<file path="config.mk">
export PLATFORM = sky130hd
export DESIGN_NAME = wb_unit
export DESIGN_NICKNAME = d
export VERILOG_FILES = /design/src/rtl/cpu_pkg.sv /design/src/rtl/load_align.sv /design/src/rtl/wb_unit.sv
export SDC_FILE = /design/constraint.sdc
export NUM_CORES = 1
export LEC_CHECK = 0
export CAP_MARGIN = 20
export CORE_MARGIN = 2
export CORE_UTILIZATION = 45
export CTS_CLUSTER_DIAMETER = 60
export DETAILED_ROUTE_END_ITERATION = 6
export GPL_TIMING_DRIVEN = 0
export PLACE_DENSITY = 0.83
export SYNTH_ARGS = -nofsm -noshare
export SYNTH_HDL_FRONTEND = slang
export SYNTH_HIERARCHICAL = 1
export SYNTH_SLANG_ARGS = --single-unit
</file>
<file path="constraint.sdc">
create_clock -name clk -period 2.33 [get_ports clk]
set_input_delay 0.466 -clock clk [delete_from_list [all_inputs] [get_ports clk]]
set_output_delay 0.466 -clock clk [all_outputs]
set_load 0.02 [all_outputs]
</file>
<file path="src/rtl/cpu_pkg.sv">
// Shared CPU definitions: default widths, load-type codes and the
// writeback FSM state encoding used by the writeback unit.
package cpu_pkg;

  // Default datapath and register-address widths.
  localparam int CPU_DATA_WIDTH = 32;
  localparam int CPU_ADDR_WIDTH = 5;

  // Load kinds carried with a load request. Any other code is a full word.
  localparam logic [2:0] LD_LB  = 3'b000;
  localparam logic [2:0] LD_LBU = 3'b001;
  localparam logic [2:0] LD_LH  = 3'b010;
  localparam logic [2:0] LD_LHU = 3'b011;
  localparam logic [2:0] LD_LW  = 3'b100;

  // Writeback FSM encoding.
  localparam logic [1:0] ST_IDLE     = 2'b00;
  localparam logic [1:0] ST_WAIT_MEM = 2'b01;
  localparam logic [1:0] ST_WRITE    = 2'b10;

  // Pending-load context held while the unit waits for memory data.
  typedef struct packed {
    logic [2:0] ld_type;
    logic [1:0] byte_off;
  } load_ctx_t;

  // True for the load kinds whose result is sign-extended.
  function automatic logic ld_is_signed(input logic [2:0] ld_type);
    return (ld_type == LD_LB) || (ld_type == LD_LH);
  endfunction

endpackage

</file>
<file path="src/rtl/load_align.sv">
// Load data alignment: picks the addressed byte or halfword out of the
// memory word and sign- or zero-extends it; other codes pass the word.
module load_align
  import cpu_pkg::*;
#(
  parameter int DATA_WIDTH = CPU_DATA_WIDTH
) (
  input  logic [DATA_WIDTH-1:0] word,
  input  logic [2:0]            ld_type,
  input  logic [1:0]            byte_off,
  output logic [DATA_WIDTH-1:0] data
);

  logic [7:0]  sel_byte;
  logic [15:0] sel_half;
  logic        ext_bit_byte;
  logic        ext_bit_half;

  // Select the byte lane addressed by the low address bits.
  always_comb begin
    sel_byte = word[7:0];
    case (byte_off)
      2'd0:    sel_byte = word[7:0];
      2'd1:    sel_byte = word[15:8];
      2'd2:    sel_byte = word[23:16];
      default: sel_byte = word[31:24];
    endcase
  end

  // Halfword lane uses only the upper offset bit; misaligned bit 0 is ignored.
  always_comb begin
    sel_half = byte_off[1] ? word[31:16] : word[15:0];
  end

  // Fill bit is the lane's top bit for signed kinds and zero otherwise.
  always_comb begin
    ext_bit_byte = ld_is_signed(ld_type) & sel_byte[7];
    ext_bit_half = ld_is_signed(ld_type) & sel_half[15];
  end

  // Assemble the extended result for the requested load kind.
  always_comb begin
    data = word;
    case (ld_type)
      LD_LB, LD_LBU: data = {{(DATA_WIDTH-8){ext_bit_byte}}, sel_byte};
      LD_LH, LD_LHU: data = {{(DATA_WIDTH-16){ext_bit_half}}, sel_half};
      default:       data = word;
    endcase
  end

endmodule

</file>
<file path="src/rtl/wb_unit.sv">
// Writeback unit: accepts one ALU or load result at a time, waits for
// memory data on loads, and issues a single registered register-file write.
module wb_unit
  import cpu_pkg::*;
#(
  parameter int DATA_WIDTH = CPU_DATA_WIDTH,
  parameter int ADDR_WIDTH = CPU_ADDR_WIDTH
) (
  input  logic                  clk,
  input  logic                  rst,
  input  logic                  in_valid,
  output logic                  in_ready,
  input  logic [ADDR_WIDTH-1:0] in_waddr,
  input  logic                  in_is_load,
  input  logic [2:0]            in_ld_type,
  input  logic [1:0]            in_byte_off,
  input  logic [DATA_WIDTH-1:0] in_alu_result,
  input  logic                  mem_rvalid,
  input  logic [DATA_WIDTH-1:0] mem_rdata,
  output logic                  rf_wen,
  output logic [ADDR_WIDTH-1:0] rf_waddr,
  output logic [DATA_WIDTH-1:0] rf_wdata,
  output logic                  busy
);

  logic [1:0]            state;
  logic [1:0]            next_state;
  logic                  accept;
  logic                  load_done;
  logic [ADDR_WIDTH-1:0] pend_waddr;
  load_ctx_t             pend_ctx;
  logic [DATA_WIDTH-1:0] load_data;

  assign in_ready  = (state == ST_IDLE);
  assign busy      = (state != ST_IDLE);
  assign accept    = in_valid & in_ready;
  assign load_done = (state == ST_WAIT_MEM) & mem_rvalid;

  load_align #(
    .DATA_WIDTH(DATA_WIDTH)
  ) u_load_align (
    .word     (mem_rdata),
    .ld_type  (pend_ctx.ld_type),
    .byte_off (pend_ctx.byte_off),
    .data     (load_data)
  );

  // Next-state rules: memory data only matters while waiting for it.
  always_comb begin
    next_state = state;
    case (state)
      ST_IDLE: begin
        if (accept) begin
          next_state = in_is_load ? ST_WAIT_MEM : ST_WRITE;
        end
      end
      ST_WAIT_MEM: begin
        if (mem_rvalid) begin
          next_state = ST_WRITE;
        end
      end
      ST_WRITE: begin
        next_state = ST_IDLE;
      end
      default: begin
        next_state = ST_IDLE;
      end
    endcase
  end

  // State register; reset abandons any request in flight.
  always_ff @(posedge clk or negedge rst) begin
    if (!rst) begin
      state <= ST_IDLE;
    end else begin
      state <= next_state;
    end
  end

  // Hold the destination and load context until memory data arrives.
  always_ff @(posedge clk or negedge rst) begin
    if (!rst) begin
      pend_waddr <= '0;
      pend_ctx   <= '0;
    end else if (accept && in_is_load) begin
      pend_waddr        <= in_waddr;
      pend_ctx.ld_type  <= in_ld_type;
      pend_ctx.byte_off <= in_byte_off;
    end
  end

  // Write strobe is high exactly for the WRITE cycle, never for register 0.
  always_ff @(posedge clk or negedge rst) begin
    if (!rst) begin
      rf_wen <= 1'b0;
    end else if (accept && !in_is_load) begin
      rf_wen <= (in_waddr != '0);
    end else if (load_done) begin
      rf_wen <= (pend_waddr != '0);
    end else begin
      rf_wen <= 1'b0;
    end
  end

  // Write address and data are loaded as the unit enters WRITE and then held.
  always_ff @(posedge clk or negedge rst) begin
    if (!rst) begin
      rf_waddr <= '0;
      rf_wdata <= '0;
    end else if (accept && !in_is_load) begin
      rf_waddr <= in_waddr;
      rf_wdata <= in_alu_result;
    end else if (load_done) begin
      rf_waddr <= pend_waddr;
      rf_wdata <= load_data;
    end
  end

endmodule

</file>
# [Yosys cells after proc, flatten, opt, wreduce, memory -nomap -nowiden]
# Index checks and enable logic that the tools add are counted.
[totals] reg_bits=50 elab_cells=46 input_bits=79 output_inout_bits=40
[op_classes] eq_ne=8 reduce_logical=14 n_bitwise=4 muxes=13
[op_table] cell="$mux 32" count=2
[op_table] cell="$pmux 32 s2" count=1
[op_table] cell="$pmux 8 s3" count=1
[op_table] cell="$mux 16" count=1
[op_table] cell="$mux 5" count=2
[op_table] cell="$reduce_bool 5->1" count=2
[op_table] cell="$eq 3x2->1 const B" count=2
[op_table] cell="$mux 2" count=3
[op_table] cell="$and 1x1->1" count=4
[op_table] cell="$eq 2x1->1 const B" count=2
[op_table] cell="$logic_not 2->1" count=2
[op_table] cell="$pmux 2 s2" count=1
[op_table] cell="$reduce_bool 2->1" count=2
[op_table] cell="$reduce_or 2->1" count=2
[op_table] cell="$eq 3x1->1 const B" count=1
[op_table] cell="$logic_not 3->1" count=1
[op_table] cell="$eq 2x2->1 const B" count=1
[op_table] cell="$logic_and 1x1->1" count=2
[op_table] cell="$mux 1" count=2
[op_table] cell="$ne 2x1->1 const B" count=1
[op_table] cell="$ne 2x2->1 const B" count=1
[op_table] cell="$reduce_and 2->1" count=1
[op_table] cell="$logic_not 1->1" count=1
[op_table] cell="$logic_or 1x1->1" count=1

# [Logic depth before layout (Yosys ltp)]
[logic_depth] depth_word=6 mapped_depth=8 mapped_depth_nobuf=6

# [By module]
# The synthesis kept the hierarchy.
[modules_own_cells] mod="wb_unit" area_each_um2=2217.1 seq_area_each_um2=1251.2 cells_per_inst=240 n_inst=1
[modules_own_cells] mod="load_align" area_each_um2=693.2 seq_area_each_um2=0.0 cells_per_inst=119 n_inst=1

# [Worst setup path before layout]
# No wires, ideal clock.
[synth_path] path_type="register -> register" from="register state[1]" to="register, netlist name pend_ctx[1]" arrival_ns=1.515 setup_slack_ns=0.691 period_less_slack_ns=1.639 t_required_ns=2.205 setup_time_ns=0.125 stages_incl_launch_ff=5 n_path_buf=1 path_cell_list="dfrtp_1 -> nor2_1 -> and3_1 -> buf_2 -> mux2_2"
[synth_via] elab_chain_len=3
[synth_rtl] item="start: declaration" line="wb_unit.sv:26" rtl="logic [1:0] state;"
[synth_rtl] item="start signal: assignment" line="wb_unit.sv:76" rtl="state <= next_state;"
[synth_rtl] item="$logic_not 2->1" line="wb_unit.sv:34" rtl="assign in_ready = (state == ST_IDLE);"
[synth_rtl] item="via in_ready" line="wb_unit.sv:12" rtl="output logic in_ready,"
[synth_rtl] item="$and 1x1->1" line="wb_unit.sv:36" rtl="assign accept = in_valid & in_ready;"
[synth_rtl] item="$logic_and 1x1->1" line="wb_unit.sv:85" rtl="end else if (accept && in_is_load) begin"
# The timed path passes the listed nets, and every way through them passes these cells.
# A chain may end at the register's enable or synchronous reset.

# [Final worst setup path]
[layout_path] from="register state[1]" to="output in_ready"
[layout_via] elab_chain_len=1
[layout_rtl] item="$logic_not 2->1" line="wb_unit.sv:34"
[layout_rtl] item="end: declaration" line="wb_unit.sv:12"
# Every way passes these cells.

==> out/qor.txt <==
outcome -> finished clean
detailed-route DRC error count -> 0
cell area after layout -> 4300 µm²
vias in the first global route -> 3,083
Initial Util -> 46.1%
area post-placement -> 4200 µm²
YS warnings -> 6
Register Area -> 1250 µm²
commonest cells in the synthesized netlist -> nand2_1 (130), dfrtp_1 (50), nor2_1 (43)
clock sink total -> 50
most frequent cell after synthesis -> nand2_1
hold_buf cts -> 0
initial drt markers -> 227
Antenna Nets Post-Route -> 0
Crit. End Element -> primary output
Final Hold Fails -> 0
Clock Skew -> 0.00652 ns
largest net degree at the start of global routing -> 27
crit path kind -> register to primary output
clock buffer depth -> 2
Cells after Synth -> 359
Total GRT Usage -> 26.1%
pre-CTS WS -> 0.0445 ns
wire per inst -> 16.4 µm
Power Density -> 990 nW/µm²
Max Freq -> 0.496 GHz
post-CTS setup buffers -> 0
initial antenna violation count -> 0
worst vdd ir -> 0.000590 V
Seq/Total Area, Yosys -> 43.0%
die area -> 7130 µm²
terminus of the critical flop-to-flop path -> rf_wdata[13]
first-pass GRT wire length -> 14,800 µm
Die Ht -> 84.4 µm
Worst-Skew Late Latency -> 0.31 ns
top cell type by total area after synthesis -> dfrtp_1
Die W -> 84.4 µm
Synth area leaders -> dfrtp_1 (43%), nand2_1 (17%), a31oi_1 (7.7%), nor2_1 (5.5%), mux2_2 (4.6%)
total wire length -> 9260 µm
Seq cells post-synth -> 50
htree depth -> 2
crit share post-route -> 86.6%
num rows -> 29
drt pass-1 iters -> 5
FF-to-FF path depth -> 7
CTS resizes -> 0
share of layout cells above drive strength 1 -> 9.26%
unique cell type count in the Yosys netlist -> 38
Port Buf Inserts -> 118
worst-margin pin slew -> 0.604 ns
Top Ports -> 119
syn_area_per_cell -> 8.11 µm²
diode count -> 0
top-area cell type share of the netlist area -> 43.0%
post-synth design cell area -> 2910 µm²
Area Growth Syn to Fin -> 47.7%
root buffer cell -> clkbuf_8
Setup crit start kind -> register
slack of the critical path -> 0.312 ns
RSZ-0062 raised after global routing -> no
Post-synth EDFFs -> 0
Static Leak -> 1.92 nW
core area -> 6310 µm²
Hold Path Class -> input pin to async pin
Worst Path Max Fanout -> 5
flop-to-flop setup slack -> 0.46 ns
Mapped Nets -> 438
RePlAce Congestion -> 0.869
Via Count -> 3,124
number of max-cap violations -> 0
routed vias/inst -> 5.55
dpl hpwl -> 7250 µm
Max-slew headroom -> 59.5%
area of the multi-input gates -> 1480 µm²
Worst Path Arrival -> 1.55 ns
Primary FF master, synth -> dfrtp_1
Period minus WS final -> 2.02 ns
Layout Nets -> 564
Fill cells -> 552
Clk pin slew, worst setup/hold paths -> 0.10 ns
Final Max Slew Viols -> 0
share of flip-flops with an asynchronous set or reset -> 100%
Num CTS Buffers -> 5
CTS tree -> yes
GR Overflow Total -> 0
RR Startpoint -> pend_ctx[1]
Req. time, crit path -> 1.86 ns
Final setup viols -> 0
-- sequential cells by signal, indices dropped and copies added (netlist names) --
register and flops:
rf_wdata 32, pend_ctx 5, pend_waddr 5, rf_waddr 5
state 2, rf_wen 1
-- power by group --
part | switching [mW] | total (mW) | internal (mW) | leakage, nW
Clock | 0.299 | 0.539 | 0.239 | 0.0472
Sequential | 0.232 | 1.43 | 1.20 | 0.581
Combinational | 1.18 | 2.28 | 1.10 | 1.29
Total | 1.71 | 4.25 | 2.54 | 1.92
-- critical path, stage by stage (launching register included) --
cell             delay (ns)
dfrtp_1                0.42
nor2_1                 0.19
clkdlybuf4s50_1        0.63
-- cell usage in the layout (no fill, tap or decap), drive strengths merged, types with 3 or more instances in the layout --
cell             n
a221o           10
a22o             4
a22oi            7
a31oi           37
buf             16
clkbuf          20
clkdlybuf4s50  117
dfrtp           50
inv              4
mux2            12
mux2i            3
nand2          130
nand2b           4
nor2            44
nor2b            3
nor3             3
o21ai            6
-- worst max path at each step --
stage,from,to,depth (start not counted)
floorplan,state[1],pend_ctx[1],4
global placement,rst,rf_wdata[18],1
detailed placement,mem_rdata[15],rf_wdata[8],7
CTS,state[1],in_ready,2
global route,mem_rdata[15],rf_wdata[11],7
finish,state[1],in_ready,2
-- cell families after synthesis --
group | synth area share, %
buffers and inverters | 6.19
and+or+nand+nor | 27.4
AOI/OAI and AO/OA | 17.7
DFF | 43.0
muxes | 5.68
-- per-stage QoR --
stage          utilization, %  cells  power, mW  hold WS (ns)  setup TNS [ns]
5_1_grt                  68.1    563       4.51         0.197               0
2_1_floorplan               -    359       2.70         0.170               0
3_3_place_gp             66.3    554       3.63         0.494          -28.29
4_1_cts                  68.1    563       4.25         0.177               0
6_report                 68.1    563       4.25         0.147               0
3_5_place_dp             66.6    555       3.71         0.507               0
-- cell type report --
class,instances,share of cell area [%]
tap,77,2.24
clock buffer,6,1.92
sequential,50,29.1
timing repair buffer,119,27.8
multi-input combinational,277,34.4
buffer,28,3.84
clock inverter,2,0.291
inverter,4,0.349
-- metal layers --
layer  track usage, %  vias to the layer above  wire length [µm]
li1                 -                     1469                 -
met1             33.0                     1454              3680
met2             44.4                      173              4530
met3             6.59                       28               816
met4             7.79                        0               231
met5                0                        -                 0
No activity file was read; power rests on OpenSTA's default activity.
